$ cat config.mk
export PLATFORM = sky130hd
export DESIGN_NAME = pc_sequencer
export DESIGN_NICKNAME = d
export VERILOG_FILES = /design/src/rtl/cpu_pkg.sv /design/src/rtl/pc_target_adder.sv /design/src/rtl/pc_sequencer.sv
export SDC_FILE = /design/constraint.sdc
export NUM_CORES = 1
export LEC_CHECK = 0
export BUFFER_PORTS_ARGS = -buffer_cell sky130_fd_sc_hd__buf_2
export CAP_MARGIN = 20
export CORE_MARGIN = 3
export CORE_UTILIZATION = 50
export DETAILED_ROUTE_END_ITERATION = 12
export PLACE_DENSITY = 0.74
export SLEW_MARGIN = 10
export SYNTH_ARGS = -nofsm -noshare
export SYNTH_HDL_FRONTEND = slang
export SYNTH_SLANG_ARGS = --single-unit
$ cat constraint.sdc
create_clock -name clk -period 5.4 [get_ports clk]
set_input_delay 0.81 -clock clk [delete_from_list [all_inputs] [get_ports clk]]
set_output_delay 0.81 -clock clk [all_outputs]
set_load 0.005 [all_outputs]
$ cat src/rtl/cpu_pkg.sv
// Shared definitions for the program-counter sequencer: FSM state encoding
// and the constants used to step and count control flow.
package cpu_pkg;

  typedef enum logic [1:0] {
    ST_BOOT   = 2'd0,
    ST_RUN    = 2'd1,
    ST_HALTED = 2'd2
  } seq_state_t;

  // Byte distance between consecutive instructions.
  localparam int unsigned PC_INC = 4;

  // Saturation ceiling of the taken-transfer counter.
  localparam logic [7:0] TAKEN_MAX = 8'hFF;

endpackage

$ cat src/rtl/pc_target_adder.sv
// Branch/jump target generator: TARGET = PC_PLUS4 + (sext(OFFSET) << 2).
// The offset counts instructions (words), so it is scaled to bytes before the
// add; the sum wraps naturally at PC_WIDTH bits.
module pc_target_adder #(
  parameter int PC_WIDTH = 32
) (
  input  logic [PC_WIDTH-1:0] pc_plus4,
  input  logic [7:0]          offset,
  output logic [PC_WIDTH-1:0] target
);

  logic [PC_WIDTH-1:0] byte_offset;

  // Sign-extend the word offset and scale it to a byte offset.
  assign byte_offset = {{(PC_WIDTH-10){offset[7]}}, offset, 2'b00};

  assign target = pc_plus4 + byte_offset;

endmodule

$ cat src/rtl/pc_sequencer.sv
// Program-counter sequencer. After reset the FSM spends one cycle in BOOT,
// then steps the PC each cycle in RUN (sequential or taken transfer) until a
// halt instruction parks it in HALTED. STALL freezes everything while in RUN.
// Priority of controls: reset > stall > halt > flow_select.
module pc_sequencer
  import cpu_pkg::*;
#(
  parameter int                PC_WIDTH     = 32,
  parameter logic [PC_WIDTH-1:0] RESET_VECTOR = PC_WIDTH'(32'h0000_0000)
) (
  input  logic                clk,
  input  logic                reset,
  input  logic                flow_select,
  input  logic [7:0]          offset,
  input  logic                stall,
  input  logic                halt,
  output logic [PC_WIDTH-1:0] pc,
  output logic [PC_WIDTH-1:0] pc_plus4,
  output logic                instr_valid,
  output logic [7:0]          taken_count
);

  seq_state_t          state;
  logic [PC_WIDTH-1:0] target;

  assign pc_plus4 = pc + PC_WIDTH'(PC_INC);

  pc_target_adder #(
    .PC_WIDTH (PC_WIDTH)
  ) u_target_adder (
    .pc_plus4 (pc_plus4),
    .offset   (offset),
    .target   (target)
  );

  // FSM, PC register, registered instr_valid and saturating taken counter.
  // NOTE: state registers use non-blocking assignments so every register in
  // this block sees the pre-edge values of the others, exactly as the flops do.
  always_ff @(posedge clk) begin
    if (reset) begin
      state       <= ST_BOOT;
      pc          <= RESET_VECTOR;
      taken_count <= '0;
      instr_valid <= 1'b0;
    end else begin
      unique case (state)
        ST_BOOT: begin
          // One settling cycle; PC stays at the reset vector.
          state       <= ST_RUN;
          instr_valid <= 1'b1;
        end
        ST_RUN: begin
          if (!stall) begin
            if (halt) begin
              state       <= ST_HALTED;
              instr_valid <= 1'b0;
            end else begin
              pc <= flow_select ? target : pc_plus4;
              if (flow_select && (taken_count != TAKEN_MAX)) begin
                taken_count <= taken_count + 8'd1;
              end
            end
          end
        end
        ST_HALTED: begin
          // Parked until reset; all inputs ignored.
        end
        default: begin
          state       <= ST_BOOT;
          instr_valid <= 1'b0;
        end
      endcase
    end
  end

endmodule
# Yosys cells after proc, flatten, opt, wreduce, memory -nomap -nowiden
# Cells that the tools add are included.
# W data, S select, Z words.
# word_totals
regBits	43
in_bits	13
out_inout_bits	73
word_cells	27
# classes
add_sub_neg	3
eq_ne	5
mux	7
n_bitwise	3
n_reduce_logical	5
# op_table
op	count
$add A32 B3 Y32 const B	1
$add A32 B32 Y32	1
$mux W32	1
$add A8 B1 Y8 const B	1
$ne A8 B8 Y1 const B	1
$pmux W2 S3	1
$reduce_and A3 Y1	2
$mux W2	2
$ne A2 B2 Y1 const B	2
$reduce_and A4 Y1	1
$not A1 Y1	3
$pmux W1 S3	1
$eq A2 B1 Y1 const B	1
$eq A2 B2 Y1 const B	1
$logic_not A2 Y1	1
$mux W1	2
$logic_and A1 B1 Y1	1

# Longest topological paths before layout
# logic_depth
depth_word	3
depth_mapped	19
ltp_nobuf	17

# By module
# A second synthesis with hierarchy kept.
# unflattened
hier_cells	643
hier_area_um2	4794.6
# modules_own_cells
module	instances	cells_per_inst	area_each_um2	seq_area_each_um2
pc_sequencer	1	406	3030.4	840.8
pc_target_adder	1	237	1764.2	0.0

# Worst setup path before layout
# No wires, ideal clock.
# synth_path
path_kind	register -> register
start	register pc[2]
end	register pc[25]
setup_time_ns	0.132
t_arrival_ns	3.807
t_required_ns	5.268
setup_slack_ns	1.461
path_stages_with_launch	19
n_path_buf	1
period_less_slack_ns	3.939
cell_sequence	dfxtp_1 -> ha_1 -> inv_1 -> nor3_1 -> and3_1 -> nand3_1 -> or2_2 -> xnor2_1 -> ha_1 -> buf_6 -> a21o_1 -> a21o_1 -> a221oi_2 -> nand3_2 -> o2111ai_4 -> nand2b_4 -> a311o_1 -> a21oi_1 -> nor3_1
# synth_via
elab_chain_len	3
# synth_lines
element	line_no	source
start, declared	pc_sequencer.sv:17	output logic [PC_WIDTH-1:0] pc,
start signal, assigned	pc_sequencer.sv:58	pc <= flow_select ? target : pc_plus4;
$add A32 B3 Y32	pc_sequencer.sv:26	assign pc_plus4 = pc + PC_WIDTH'(PC_INC);
net pc_plus4[16]	pc_sequencer.sv:18	output logic [PC_WIDTH-1:0] pc_plus4,
$add A32 B32 Y32	pc_target_adder.sv:17	assign target = pc_plus4 + byte_offset;
$mux W32	pc_sequencer.sv:58	
# The timed path passes the listed nets, and every way through them passes these cells.
# A chain may end at the register's enable or synchronous reset.

# Worst setup path in the final report
# layout_path
start	register pc[2]
end	register pc[27]
# layout_via
elab_chain_len	3
# layout_lines
element	line_no
$add A32 B3 Y32 *	pc_sequencer.sv:26
$add A32 B32 Y32	pc_target_adder.sv:17
$mux W32 *	pc_sequencer.sv:58
# Every way passes the cells marked *; elsewhere a longest branch is shown, timed or not.

==> flow_summary.rst <==
.. list-table::
   :header-rows: 1

   * - Metric
     - Value
   * - Arrival @ worst endpoint
     - roughly 4600 ps
   * - Die footprint
     - between 9000 and 10000 µm²
   * - Clock transition at the registers of the reported paths
     - about 90 ps
   * - Core Region
     - ~7900 µm²
   * - Required @ worst endpoint
     - ~5600 ps
   * - Average footprint of a synthesized cell
     - 7.42 µm²
   * - YS warnings
     - 0
   * - Vias post-DR
     - about 4500
   * - Initial core utilization
     - 52.7%
   * - Post-detail-place hpwl
     - roughly 9 mm
   * - Final net count
     - between 600 and 700
   * - Clock tree from TritonCTS
     - yes
   * - Reg-to-Reg Start
     - pc[2]
   * - Setup Viol. Count Final
     - 0
   * - Outcome
     - finished clean
   * - CP startpoint kind
     - register
   * - Yosys top cell by area
     - sky130_fd_sc_hd__dfxtp_1
   * - Kind of end point of the critical path
     - register
   * - Number of standard-cell rows in the floorplan
     - 32
   * - Leakage Power
     - roughly 2.2 nW
   * - Fraction of layout cells with a size suffix above 1
     - 17.4%
   * - Worst-case clock buffer depth
     - 2
   * - Height of the chip
     - just under 100 µm
   * - Growth of design area from synthesis to finish
     - 13.1%
   * - Wire length of the first global-routing pass
     - 20.5 mm
   * - Final max-slew violation count
     - 0
   * - Clock tree skew after final layout
     - 11.3 ps
   * - Sequential element share of the synthesized area
     - ~19%
   * - Max IR drop VDD
     - approximately 0.14 mV
   * - Wire length after detailed routing
     - about 13 mm
   * - Cts repair resizes
     - 0
   * - Proportion of register bits with asynchronous set or reset after synthesis
     - 0%
   * - Source of the worst hold timing path
     - instr_valid
   * - Worst hold path depth
     - 2
   * - Path type of the worst setup path
     - reg2reg
   * - DRC errors left
     - 0
   * - Final Hold Violating Endpoints
     - 0
   * - Final cell count without fillers
     - about 730
   * - Clk sinks
     - 40
   * - Slew at the pin with the worst max-slew slack
     - between 800 and 900 ps
   * - RSZ-0062 raised after global routing
     - no
   * - R2R depth
     - 17
   * - H-tree lvl count
     - 2
   * - Number of synthesized flops with an enable pin
     - 0
   * - Min-Delay Endpoint
     - state[1]
   * - Achievable Freq
     - ~220 MHz
   * - Leading post-synthesis cells by cell area
     - sky130_fd_sc_hd__dfxtp_1 19%, sky130_fd_sc_hd__ha_1 11%, sky130_fd_sc_hd__xnor2_1 6.3%
   * - Number of max-cap violations
     - 0
   * - Number of antenna violations at the first check in global routing
     - 0
   * - Largest fanout on the critical path
     - 7
   * - Drt wl/cell
     - between 15 and 20 µm
   * - Total I/O pin count
     - 86
   * - Post-CTS Hold Fix Bufs
     - 0
   * - Relative slew margins
     - between 40% and 50%
   * - Worst min path class
     - reg2reg
   * - Commonest cells after routing, fill and taps aside
     - 81 x sky130_fd_sc_hd__buf_2, 63 x sky130_fd_sc_hd__nor2_1, 49 x sky130_fd_sc_hd__a21oi_1
   * - Commonest non-fill, non-tap cell in the layout
     - sky130_fd_sc_hd__buf_2
   * - Most common flop cell mapped by yosys
     - sky130_fd_sc_hd__dfxtp_1
   * - Remaining antenna violation count after routing
     - 0
   * - Critical path's largest stage delay
     - around 440 ps
   * - Summed negative setup slack over all endpoints
     - 0 ps
   * - Via count of the first global-routing pass
     - 4086
   * - Die W
     - between 90 and 100 µm
   * - Reg2reg end
     - pc[27]
   * - Post-layout utilization of the core
     - between 50 and 60%
   * - Min Clock Period, post-route
     - roughly 4500 ps
   * - Total instance count after detailed placement
     - 720
   * - Antenna fix cells
     - 0
   * - Post-CTS Repair Setup Buffers
     - 0
   * - Slowest library cell on the worst path
     - sky130_fd_sc_hd__dfxtp_1
   * - Routability Congestion
     - 0.951
   * - Worst-case register-to-register setup slack
     - ~940 ps
   * - Clock insertion delay at the later pin of the skew report
     - approximately 300 ps
   * - Cell count after synthesis
     - 560
   * - Global-route usage over all layers
     - between 20% and 30%
   * - Final period utilization
     - between 80% and 90%
   * - Area share of the largest cell type after synthesis
     - 19.3%
   * - Maximum number of pins on one net before global-route repair
     - 55
   * - Via/cell ratio
     - ~6.2
   * - Number of distinct library cells after synthesis
     - 65
   * - Clock tree root buffer cell
     - sky130_fd_sc_hd__clkbuf_8
   * - Count of buffers from port buffering
     - 81
   * - First drt pass iteration count
     - 5
   * - Smallest hold slack
     - ~520 ps
   * - Starting DRT DRC Count
     - roughly 340
   * - Netlist Area Pre-Place
     - just over 4000 µm²
   * - Inserted Clock Buffers
     - 5
   * - #FFs+latches synth
     - 40
   * - Cells along the critical path
     - ha_1 -> inv_1 -> nor3_1 -> and3_1 -> nand3_1 -> or2_2 -> xnor2_1 -> ha_1 -> a21o_1 -> a21o_1 -> a221oi_2 -> nand3_2 -> o2111ai_4 -> nand2b_4 -> a311oi_2 -> mux2i_1 -> a21oi_1
   * - Power density over cell area
     - between 150 and 200 nW/µm²
   * - Launch point of the worst path
     - pc[2]
   * - Total overflow reported by the global router
     - 0
-- metal layers --
| metal | vias up | GRT usage (%) | part of all wire [%] |
|---|---|---|---|
| li1 | 2180 | - | - |
| met1 | 2099 | 34.8 | 44 |
| met5 | - | 0 | 0 |
| met3 | 20 | 5.03 | 8.8 |
| met4 | 0 | 5.51 | 1.3 |
| met2 | 224 | 41.6 | 46 |
-- stage by stage --
| stage | cell area [µm²] | power (mW) | worst slack, ps |
|---|---|---|---|
| floorplan | 4170 | 0.494 | 1460 |
| global placement | 4590 | 0.559 | 1230 |
| detailed placement | 4590 | 0.564 | 1030 |
| CTS | 4700 | 0.827 | 1020 |
| global route | 4700 | 0.867 | 731 |
| finish | 4700 | 0.825 | 937 |
-- final cells by class --
class / instances / area [µm²]
clock buffer: 5 / 68.8
clock inverter: 3 / 46.3
fill: 729 / 3190
inverter: 14 / 52.6
multi-input combinational: 480 / 3180
sequential: 40 / 801
tap: 102 / 128
timing repair buffer: 84 / 428
-- cell families (layout without fill, tap and decap cells) --
family / after synthesis / in the layout / share of synthesized area, %
flops: 40 / 40 / 19.3
simple gates: 214 / 214 / 25.4
compound gates: 165 / 165 / 26.4
fa+ha+maj: 38 / 38 / 11.6
mux: 5 / 5 / 1.20
other cells: 1 / 4 / 0.0902
xor+xnor: 54 / 54 / 11.4
buf+inv: 43 / 106 / 4.67
-- synth_stat cells, drive strengths merged (6+ instances only) --
library cell	number
a21oi	50
nor2	63
a211oi	9
ha	37
nand2	43
nand3	33
a22oi	6
xor2	24
and3	12
inv	14
o21ai	34
clkbuf	15
xnor2	30
buf	14
nor4	7
nor3	20
dfxtp	40
a31oi	9
a21o	18
nand4	9
nand2b	6
-- worst max-delay path, delay by kind of cell, from the launching register on --
family          cells  cell delay [ps]
simple gates        6             1340
compound gates      6             1260
fa+ha+maj           2              690
flops               1              440
xor+xnor            1              260
mux                 1              220
buf+inv             1              110
-- registers in the layout, indices dropped and copies added, names as in the netlist --
name,count
pc,30
instr_valid,1
state,1
taken_count,8
-- report_power, final --
group,leakage (nW),switching (mW),total [mW],internal [mW]
Sequential,0.325,0.0215,0.328,0.307
Combinational,1.80,0.137,0.233,0.0967
Clock,0.0548,0.124,0.263,0.140
Total,2.18,0.282,0.825,0.543
-- how the worst max path moves through the flow --
stage                         to  slack (ps)
after floorplan           pc[25]        1460
after global placement    pc[25]        1230
after detailed placement  pc[27]        1030
after CTS                 pc[27]        1020
after global routing      pc[29]         730
final                     pc[27]         940
Note: power is estimated with default switching activity, not from simulation.
